`config.mk`:
```
export PLATFORM = sky130hd
export DESIGN_NAME = wb_arbiter
export DESIGN_NICKNAME = d
export VERILOG_FILES = /design/src/rtl/wb_arbiter.sv
export SDC_FILE = /design/constraint.sdc
export NUM_CORES = 1
export LEC_CHECK = 0
export BUFFER_PORTS_ARGS = -buffer_cell sky130_fd_sc_hd__buf_2
export CORE_ASPECT_RATIO = 1.1
export CORE_MARGIN = 2
export CORE_UTILIZATION = 40
export CTS_CLUSTER_DIAMETER = 80
export DETAILED_ROUTE_END_ITERATION = 10
export GPL_TIMING_DRIVEN = 0
export RECOVER_POWER = 25
export SETUP_SLACK_MARGIN = 0.5
export SYNTH_ARGS = -nofsm -noshare
export SYNTH_HDL_FRONTEND = slang
export SYNTH_SLANG_ARGS = --single-unit
```
`constraint.sdc`:
```
create_clock -name i_clk -period 5.2 [get_ports i_clk]
set_input_delay 0.52 -clock i_clk [delete_from_list [all_inputs] [get_ports i_clk]]
set_output_delay 0.52 -clock i_clk [all_outputs]
set_load 0.05 [all_outputs]
```
`src/rtl/wb_arbiter.sv`:
```
// Register-file writeback arbiter: ALU results take priority, load results are
// bypassed when possible or buffered in a small FIFO with a starvation guard.
`ifndef XLEN
`define XLEN 32
`endif

module wb_arbiter #(
   parameter int unsigned FIFO_DEPTH   = 2,
   parameter int unsigned STARVE_LIMIT = 4
) (
   input  logic              i_clk,
   input  logic              i_rst,
   input  logic              i_alu_valid,
   input  logic [4:0]        i_alu_rd,
   input  logic [`XLEN-1:0]  i_alu_data,
   input  logic              i_lsu_valid,
   output logic              o_lsu_ready,
   input  logic [4:0]        i_lsu_rd,
   input  logic [`XLEN-1:0]  i_lsu_data,
   output logic              o_alu_stall,
   output logic [31:0]       o_pending,
   output logic              o_Wen,
   output logic [4:0]        o_Wnum,
   output logic [`XLEN-1:0]  o_Wd
);

   localparam int unsigned XW    = `XLEN;
   localparam int unsigned PTR_W = (FIFO_DEPTH > 1) ? $clog2(FIFO_DEPTH) : 1;
   localparam int unsigned CNT_W = PTR_W + 1;
   localparam int unsigned STV_W = 4;

   logic [4:0]            rd_mem_q   [FIFO_DEPTH];
   logic [XW-1:0]         data_mem_q [FIFO_DEPTH];
   logic [FIFO_DEPTH-1:0] valid_q, valid_d;
   logic [PTR_W-1:0]      wr_ptr_q, wr_ptr_d, rd_ptr_q, rd_ptr_d;
   logic [CNT_W-1:0]      count_q, count_d;
   logic [STV_W-1:0]      starve_q, starve_d;
   logic                  stall_q, stall_d;
   logic                  ready_q, ready_d;
   logic [31:0]           pending_q, pending_d;
   logic                  wen_q, wen_d;
   logic [4:0]            wnum_q, wnum_d;
   logic [XW-1:0]         wd_q, wd_d;

   logic                  alu_sel, fifo_nempty, lsu_hs, lsu_nz;
   logic                  pop, push, bypass;
   logic [4:0]            entry_rd;

   // Per-cycle source selection: ALU, then FIFO head, then direct LSU bypass.
   always_comb begin
      alu_sel     = i_alu_valid && (i_alu_rd != 5'd0);
      fifo_nempty = (count_q != '0);
      lsu_hs      = i_lsu_valid && ready_q;
      lsu_nz      = (i_lsu_rd != 5'd0);
      pop         = !alu_sel && fifo_nempty;
      bypass      = !alu_sel && !fifo_nempty && lsu_hs && lsu_nz;
      push        = lsu_hs && lsu_nz && !bypass;
   end

   // FIFO bookkeeping, starvation counter and registered write port.
   always_comb begin
      wr_ptr_d  = wr_ptr_q;
      rd_ptr_d  = rd_ptr_q;
      count_d   = count_q;
      valid_d   = valid_q;
      starve_d  = '0;
      stall_d   = 1'b0;
      ready_d   = 1'b0;
      pending_d = '0;
      entry_rd  = '0;
      wen_d     = 1'b0;
      wnum_d    = '0;
      wd_d      = '0;

      if (push) begin
         wr_ptr_d          = wr_ptr_q + PTR_W'(1);
         valid_d[wr_ptr_q] = 1'b1;
      end
      if (pop) begin
         rd_ptr_d          = rd_ptr_q + PTR_W'(1);
         valid_d[rd_ptr_q] = 1'b0;
      end
      case ({push, pop})
         2'b10:   count_d = count_q + CNT_W'(1);
         2'b01:   count_d = count_q - CNT_W'(1);
         default: count_d = count_q;
      endcase
      ready_d = (count_d < CNT_W'(FIFO_DEPTH));

      // Pending mask reflects the entries valid after this edge, including a push.
      for (int unsigned i = 0; i < FIFO_DEPTH; i++) begin
         entry_rd = (push && (wr_ptr_q == PTR_W'(i))) ? i_lsu_rd : rd_mem_q[i];
         if (valid_d[i]) begin
            pending_d = pending_d | (32'd1 << entry_rd);
         end
      end
      pending_d[0] = 1'b0;

      if (fifo_nempty && !pop) begin
         starve_d = (starve_q == 4'hF) ? starve_q : starve_q + STV_W'(1);
      end
      stall_d = (starve_q == STV_W'(STARVE_LIMIT)) && !stall_q;

      if (alu_sel) begin
         wen_d  = 1'b1;
         wnum_d = i_alu_rd;
         wd_d   = i_alu_data;
      end else if (pop) begin
         wen_d  = 1'b1;
         wnum_d = rd_mem_q[rd_ptr_q];
         wd_d   = data_mem_q[rd_ptr_q];
      end else if (bypass) begin
         wen_d  = 1'b1;
         wnum_d = i_lsu_rd;
         wd_d   = i_lsu_data;
      end
   end

   always_ff @(posedge i_clk or posedge i_rst) begin
      if (i_rst) begin
         wr_ptr_q  <= '0;
         rd_ptr_q  <= '0;
         count_q   <= '0;
         valid_q   <= '0;
         starve_q  <= '0;
         stall_q   <= 1'b0;
         ready_q   <= 1'b0;
         pending_q <= '0;
         wen_q     <= 1'b0;
         wnum_q    <= '0;
         wd_q      <= '0;
      end else begin
         wr_ptr_q  <= wr_ptr_d;
         rd_ptr_q  <= rd_ptr_d;
         count_q   <= count_d;
         valid_q   <= valid_d;
         starve_q  <= starve_d;
         stall_q   <= stall_d;
         ready_q   <= ready_d;
         pending_q <= pending_d;
         wen_q     <= wen_d;
         wnum_q    <= wnum_d;
         wd_q      <= wd_d;
      end
   end

   // Payload storage needs no reset; occupancy is tracked by valid_q/count_q.
   always_ff @(posedge i_clk) begin
      if (push) begin
         rd_mem_q[wr_ptr_q]   <= i_lsu_rd;
         data_mem_q[wr_ptr_q] <= i_lsu_data;
      end
   end

   assign o_lsu_ready = ready_q;
   assign o_alu_stall = stall_q;
   assign o_pending   = pending_q;
   assign o_Wen       = wen_q;
   assign o_Wnum      = wnum_q;
   assign o_Wd        = wd_q;

endmodule

```
* After elaboration in Yosys (flattened, before gate mapping)
Memory sizes are Yosys's and may differ from the RTL's.
Index checks and enable logic that the tools add are counted.
** Storage, ports and cells
- Memories kept :: 2
- Input bits :: 78
- Output and inout bits :: 72
- Logic and storage cells :: 81
- Bits in registers :: 81
- RAM bits :: 74
** Memory list
- data_mem_q :: words 2, bits a word 32, rd ports 1, clocked after memory_dff 0, write ports 1, line 33 : logic [XW-1:0] data_mem_q [FIFO_DEPTH];
- rd_mem_q :: words 2, bits a word 5, rd ports 3, clocked after memory_dff 0, write ports 1, line 32 : logic [4:0] rd_mem_q [FIFO_DEPTH];
** Cells by class
- Reduce and logical (&&, ||, !) cells :: 22
- Add/subtract/negate cells :: 5
- $lt $le $gt $ge :: 5
- Mux-type cells :: 24
- Bitwise logic cells :: 5
- Shift operators :: 2
- Equality and inequality tests :: 5
** Operator list (count)
- 32-bit two-way mux :: 5
- 1-bit by 5-bit left shift with 32-bit output, first input constant :: 2
- 32-bit OR :: 1
- 5-bit two-way mux :: 5
- 1-bit logical AND :: 14
- 5-bit nonzero test :: 2
- 4-bit two-way mux :: 2
- 1-bit two-way mux :: 7
- 1-bit logical NOT :: 5
- 4-bit by 1-bit adder with 4-bit output, second input constant :: 1
- 4-bit by 3-bit == test with 1-bit output, second input constant :: 1
- 4-bit == test, second input constant :: 1
- 1-bit by 2-bit less-than comparator with 1-bit output, second input constant :: 2
- 2-bit two-way mux :: 2
- 2-bit case mux with 2 select lines :: 1
- 1-bit adder, second input constant :: 2
- 2-bit by 1-bit adder with 2-bit output, second input constant :: 1
- 2-bit AND :: 1
- 1-bit demux with 1-bit select :: 2
- 2-bit by 1-bit == test with 1-bit output, second input constant :: 1
- 2-bit == test, second input constant :: 1
- 1-bit >= comparator, second input constant :: 2
- 2-bit less-than comparator, second input constant :: 1
- 2-bit != test, second input constant :: 1
- 5 further kinds :: 5

* Logic depth before layout (Yosys ltp)
- Depth after elaboration :: 14
- Mapped depth :: 10
- Depth with buffers taken out :: 8

* Least setup slack after synthesis
Ideal clock, no wire load.
- Path type :: input-to-reg
- Start :: in i_alu_valid
- End :: mem data_mem_q[1][0] (netlist bit), enable pin
- Path slack :: 3040 ps
- Library setup time :: 380 ps
- Arrival time :: 1780 ps
- Path buffers :: 2
- Data required time :: 4820 ps
- Stages :: 6
- Cell sequence :: buf_4 -> nor3_1 -> a21oi_1 -> nand2_1 -> inv_1 -> buf_2
** On the way
- Cells in the longest elaborated chain, start to end :: 9
** Ends and longest elaborated chain
- start: declaration :: line 13 : input logic i_alu_valid,
- 1-bit logical AND :: line 51 : alu_sel = i_alu_valid && (i_alu_rd != 5'd0);
- 1-bit logical NOT :: line 56 : bypass = !alu_sel && !fifo_nempty && lsu_hs && lsu_nz;
- 1-bit logical AND (3 in a row) :: line 56
- 1-bit logical NOT :: line 57 : push = lsu_hs && lsu_nz && !bypass;
- 1-bit logical AND :: line 57
- 1-bit two-way mux :: line 149 : if (push) begin
- 1-bit two-way mux (not written as such) :: line 151 : data_mem_q[wr_ptr_q] <= i_lsu_data;
- end: declaration :: line 33
Every way passes these cells.

* Worst setup path after layout
- Start :: in i_lsu_rd[4]
- End :: reg pending_q[5] (netlist: o_pending[5])
** On the way
- Cells in the longest elaborated chain, start to end :: 10
** Ends and longest elaborated chain
- start: declaration :: line 18 : input logic [4:0] i_lsu_rd,
- 5-bit nonzero test :: line 54 : lsu_nz = (i_lsu_rd != 5'd0);
- 1-bit logical AND :: line 56
- 1-bit logical NOT :: line 57
- 1-bit logical AND :: line 57
- 2-bit two-way mux / 1-bit logical AND (equally long branches) :: line 75, 92
- 2-bit AND (no line) / 5-bit two-way mux (equally long branches)
- 2-bit two-way mux / 1-bit by 5-bit left shift with 32-bit output (equally long branches) :: line 79, 94
- 32-bit two-way mux :: line 93 : if (valid_d[i]) begin
- 32-bit OR :: line 94 : pending_d = pending_d | (32'd1 << entry_rd);
- 32-bit two-way mux * :: line 93
- via pending_d[5] :: line 40 : logic [31:0] pending_q, pending_d;
- end signal: assignment :: line 140 : pending_q <= pending_d;
- end: declaration :: line 40
Mark *: on every way through the listed nets, which the timed path passes. The rest lies on a longest branch.
A chain may end at the register's enable or synchronous reset.

==> reports/metrics.cfg <==
[yosys]
synth_area_leaders = edfxtp_1, dfrtp_1, nand3_1, mux2i_1, a221o_1
ys_types = 46
synth.avg_cell_area_um2 = 11.9
synth_area_leader_cell = edfxtp_1
syn_inst = 590
synth_edf_count = 74
synth_top_cell_area_share_pct = 31.7
yosysWarnings = 0
ys_seq_area_share_pct = 60.6
syn_nets = 671
synth_top_flop_cell = dfrtp_1
netlist_area_um2 = 7010
synth-async-reset-ratio_pct = 52.3
synth.ff_latch_count = 155

[cts]
postCtsSetupBuffers = 0
clk_latency_ns = 0.43
ctsHoldBuffers = 0
cts_resized = 0
cts.sink_count = 155
cts_tree = built
clk_root_buffer_cell = clkbuf_16
cts_buffers = 17
htreeDepth = 4
clkSlewWorstSetupHoldPaths_ns = 0.07
clock_path_buffers = 2

[hold_path]
min_path_type = input port to flip-flop

[critical_path]
crit_arrival_ns = 2.98
end_kind = flip-flop
cpMaxStageDelayCell = buf_2
startpoint_type = input port
crit_type = input port to flip-flop
cp_top_family = buffers and inverters
cp.required_ns = 5.55
critPathBufInv = 3
cp_max_fo = 46
path_cells = clkbuf_1 -> or2_2 -> o2111a_1 -> nand2_1 -> inv_1 -> buf_2 -> nand3_1 -> nand4_1
cpPeakStageDelay_ns = 0.92

[drt]
avgRoutedWirePerCell_um = 21.7
final_antenna_net_count = 0
dr.pass1.iters = 6
vias = 5781
drtIter0Drc = 475
viasPerCell = 5.76
wirelength_mm = 21.8
drc = 0

[sta]
tightest_slew_ns = 1.47
rsz0062_at_grt = false
min_period_ns = 2.63
final-max-slew-violation-count = 0
fin_crit_sh_pct = 50.5
relSlewSlack_pct = 1.88
fmax_mhz = 381
skew_ns = 0.00956
setup_tns_ns = 0
finalSetupViolations = 0
finalWorstSetupSlack_ns = 2.57
hold_viol_final = 0

[placement]
globalplace.congestion = 0.946
dp_cells = 972
hpwl_mm = 15.0
pre_cts_slack_ns = 2.38
io_buffers = 147

[status]
status = completed

[floorplan]
row_count = 50
die_w_um = 130
core-area_um2 = 17100
initial_core_util_pct = 41.1
dieHeight_um = 143
io_pins = 150
design.die.area_um2 = 18600

[global_route]
grt_pass1_wl_mm = 33.4
grt_pass1_vias = 5867
grt-ovfl-total = 0
track_usage_pct = 24.1
antenna_found_initial = 0
grt_max_degree = 59

[cells_and_area]
nets = 838
syn2layout_area_growth_pct = 22.9
fin_cells = 1004
diodes = 0
layout-drive-gt1-share_pct = 23.6

[flow_run]
cap_viol_max_count = 0

[power]
max-vdd-ir-drop_mv = 0.253
power.density_nw_per_um2 = 515
p_leak_uw = 0.00358

[layer usage]
| layer | up-vias | wire length (um) | track usage (%) |
|---|---|---|---|
| li1 | 2609 | - | - |
| met1 | 2843 | 9130 | 30.7 |
| met2 | 271 | 10300 | 39.0 |
| met3 | 58 | 1670 | 5.70 |
| met4 | 0 | 686 | 10.6 |
| met5 | - | 0 | 0 |
[where the power goes]
part / total (uW) / switching, uW / internal, uW / leakage, uW
sequential: 1630 / 82.9 / 1550 / 0.00172
clock: 1260 / 518 / 739 / 0.000288
combinational: 1550 / 1120 / 430 / 0.00158
[registers in the layout (all words and copies together) (netlist names)]
register,count
data_mem_q,64
o_Wd,32
o_pending,31
rd_mem_q,10
o_Wnum,5
starve_q,4
count_q,2
valid_q,2
o_Wen,1
o_alu_stall,1
o_lsu_ready,1
rd_ptr_q,1
wr_ptr_q,1
[worst reg2reg max path, delay by kind of cell (launching register included)]
kind,cells,cell delay (ns)
buf+inv,3,1.28
simple gates,4,0.62
compound gates,1,0.28
flops,1,0.32
[metrics by stage]
step,power (uW),hold WS (ns),utilization [%],cell area [um^2]
6_report,4440,0.319,50.5,8620
5_1_grt,4650,0.302,50.5,8620
4_1_cts,4470,0.0689,50.7,8660
3_5_place_dp,3210,0.439,47.3,8070
3_3_place_gp,3190,0.425,47.1,8040
2_1_floorplan,2770,0.459,-,7010
[cells by family after synthesis]
family,Yosys count,synth area share (%)
AOI/OAI and AO/OA,48,6.44
xor gates and xnor gates,4,0.500
adders and majority gates,3,0.535
buffers and inverters,54,3.66
DFF,155,60.6
muxes,40,5.71
other,1,0.0535
and+or+nand+nor,285,22.5
[cells in the mapped netlist, types with 2 or more instances]
| master | n |
|---|---|
| a221o_1 | 37 |
| buf_4 | 6 |
| nand2b_1 | 5 |
| nand3_2 | 4 |
| inv_1 | 6 |
| nor4_1 | 3 |
| clkbuf_1 | 19 |
| o21ai_0 | 3 |
| or3b_2 | 2 |
| dfrtp_1 | 81 |
| nor2_1 | 34 |
| nor3b_1 | 11 |
| buf_1 | 2 |
| and3b_1 | 2 |
| and3_1 | 4 |
| nand3b_1 | 5 |
| mux2i_1 | 40 |
| nand4_1 | 44 |
| ha_1 | 3 |
| nand2_1 | 12 |
| nor4bb_1 | 2 |
| nor3_1 | 46 |
| buf_2 | 19 |
| xnor2_1 | 3 |
| edfxtp_1 | 74 |
| nand3_1 | 102 |
| or3_1 | 2 |
[layout by cell type, fill, tap and decap left out, drive strengths merged, types with 5 or more instances in the layout]
cell,Yosys,routed
nor3,46,46
inv,7,10
nor2,36,36
nand3b,5,5
mux2i,40,40
nand2,12,12
nor3b,11,11
clkbuf,19,76
buf,28,139
a221o,37,37
nand2b,5,5
dfrtp,81,81
edfxtp,74,74
nand3,106,106
nand4,44,44
[path summary, 6_finish.rpt]
check / from / endpoint / slack, ns / depth (start not counted)
min in group asynchronous: i_rst / o_Wd[4]$_DFF_PP0_ / 0.34 / 2
worst min register to register: o_alu_stall$_DFF_PP0_ / o_alu_stall$_DFF_PP0_ / 0.44 / 1
worst max-delay path: i_lsu_rd[4] / o_pending[5]$_DFF_PP0_ / 2.57 / 8
worst min-delay path: i_alu_data[21] / o_Wd[21]$_DFF_PP0_ / 0.32 / 2
worst max register to register: count_q[0]$_DFFE_PP0N_ / o_pending[5]$_DFF_PP0_ / 2.62 / 8
max in group asynchronous: i_rst / wr_ptr_q$_DFFE_PP0N_ / 4.08 / 3
[layout make-up]
cell class                      count  area [um^2]
Timing Repair Buffer              148          717
Tap cell                          234          293
Inverter                            7         27.5
Clock buffer                       20          457
Clock inverter                     12          138
Sequential cell                   155         4250
Fill cell                        1558         8460
Multi-Input combinational cell    381         2510
Buffer                             47          230
Note: power is estimated with default switching activity, not from simulation.
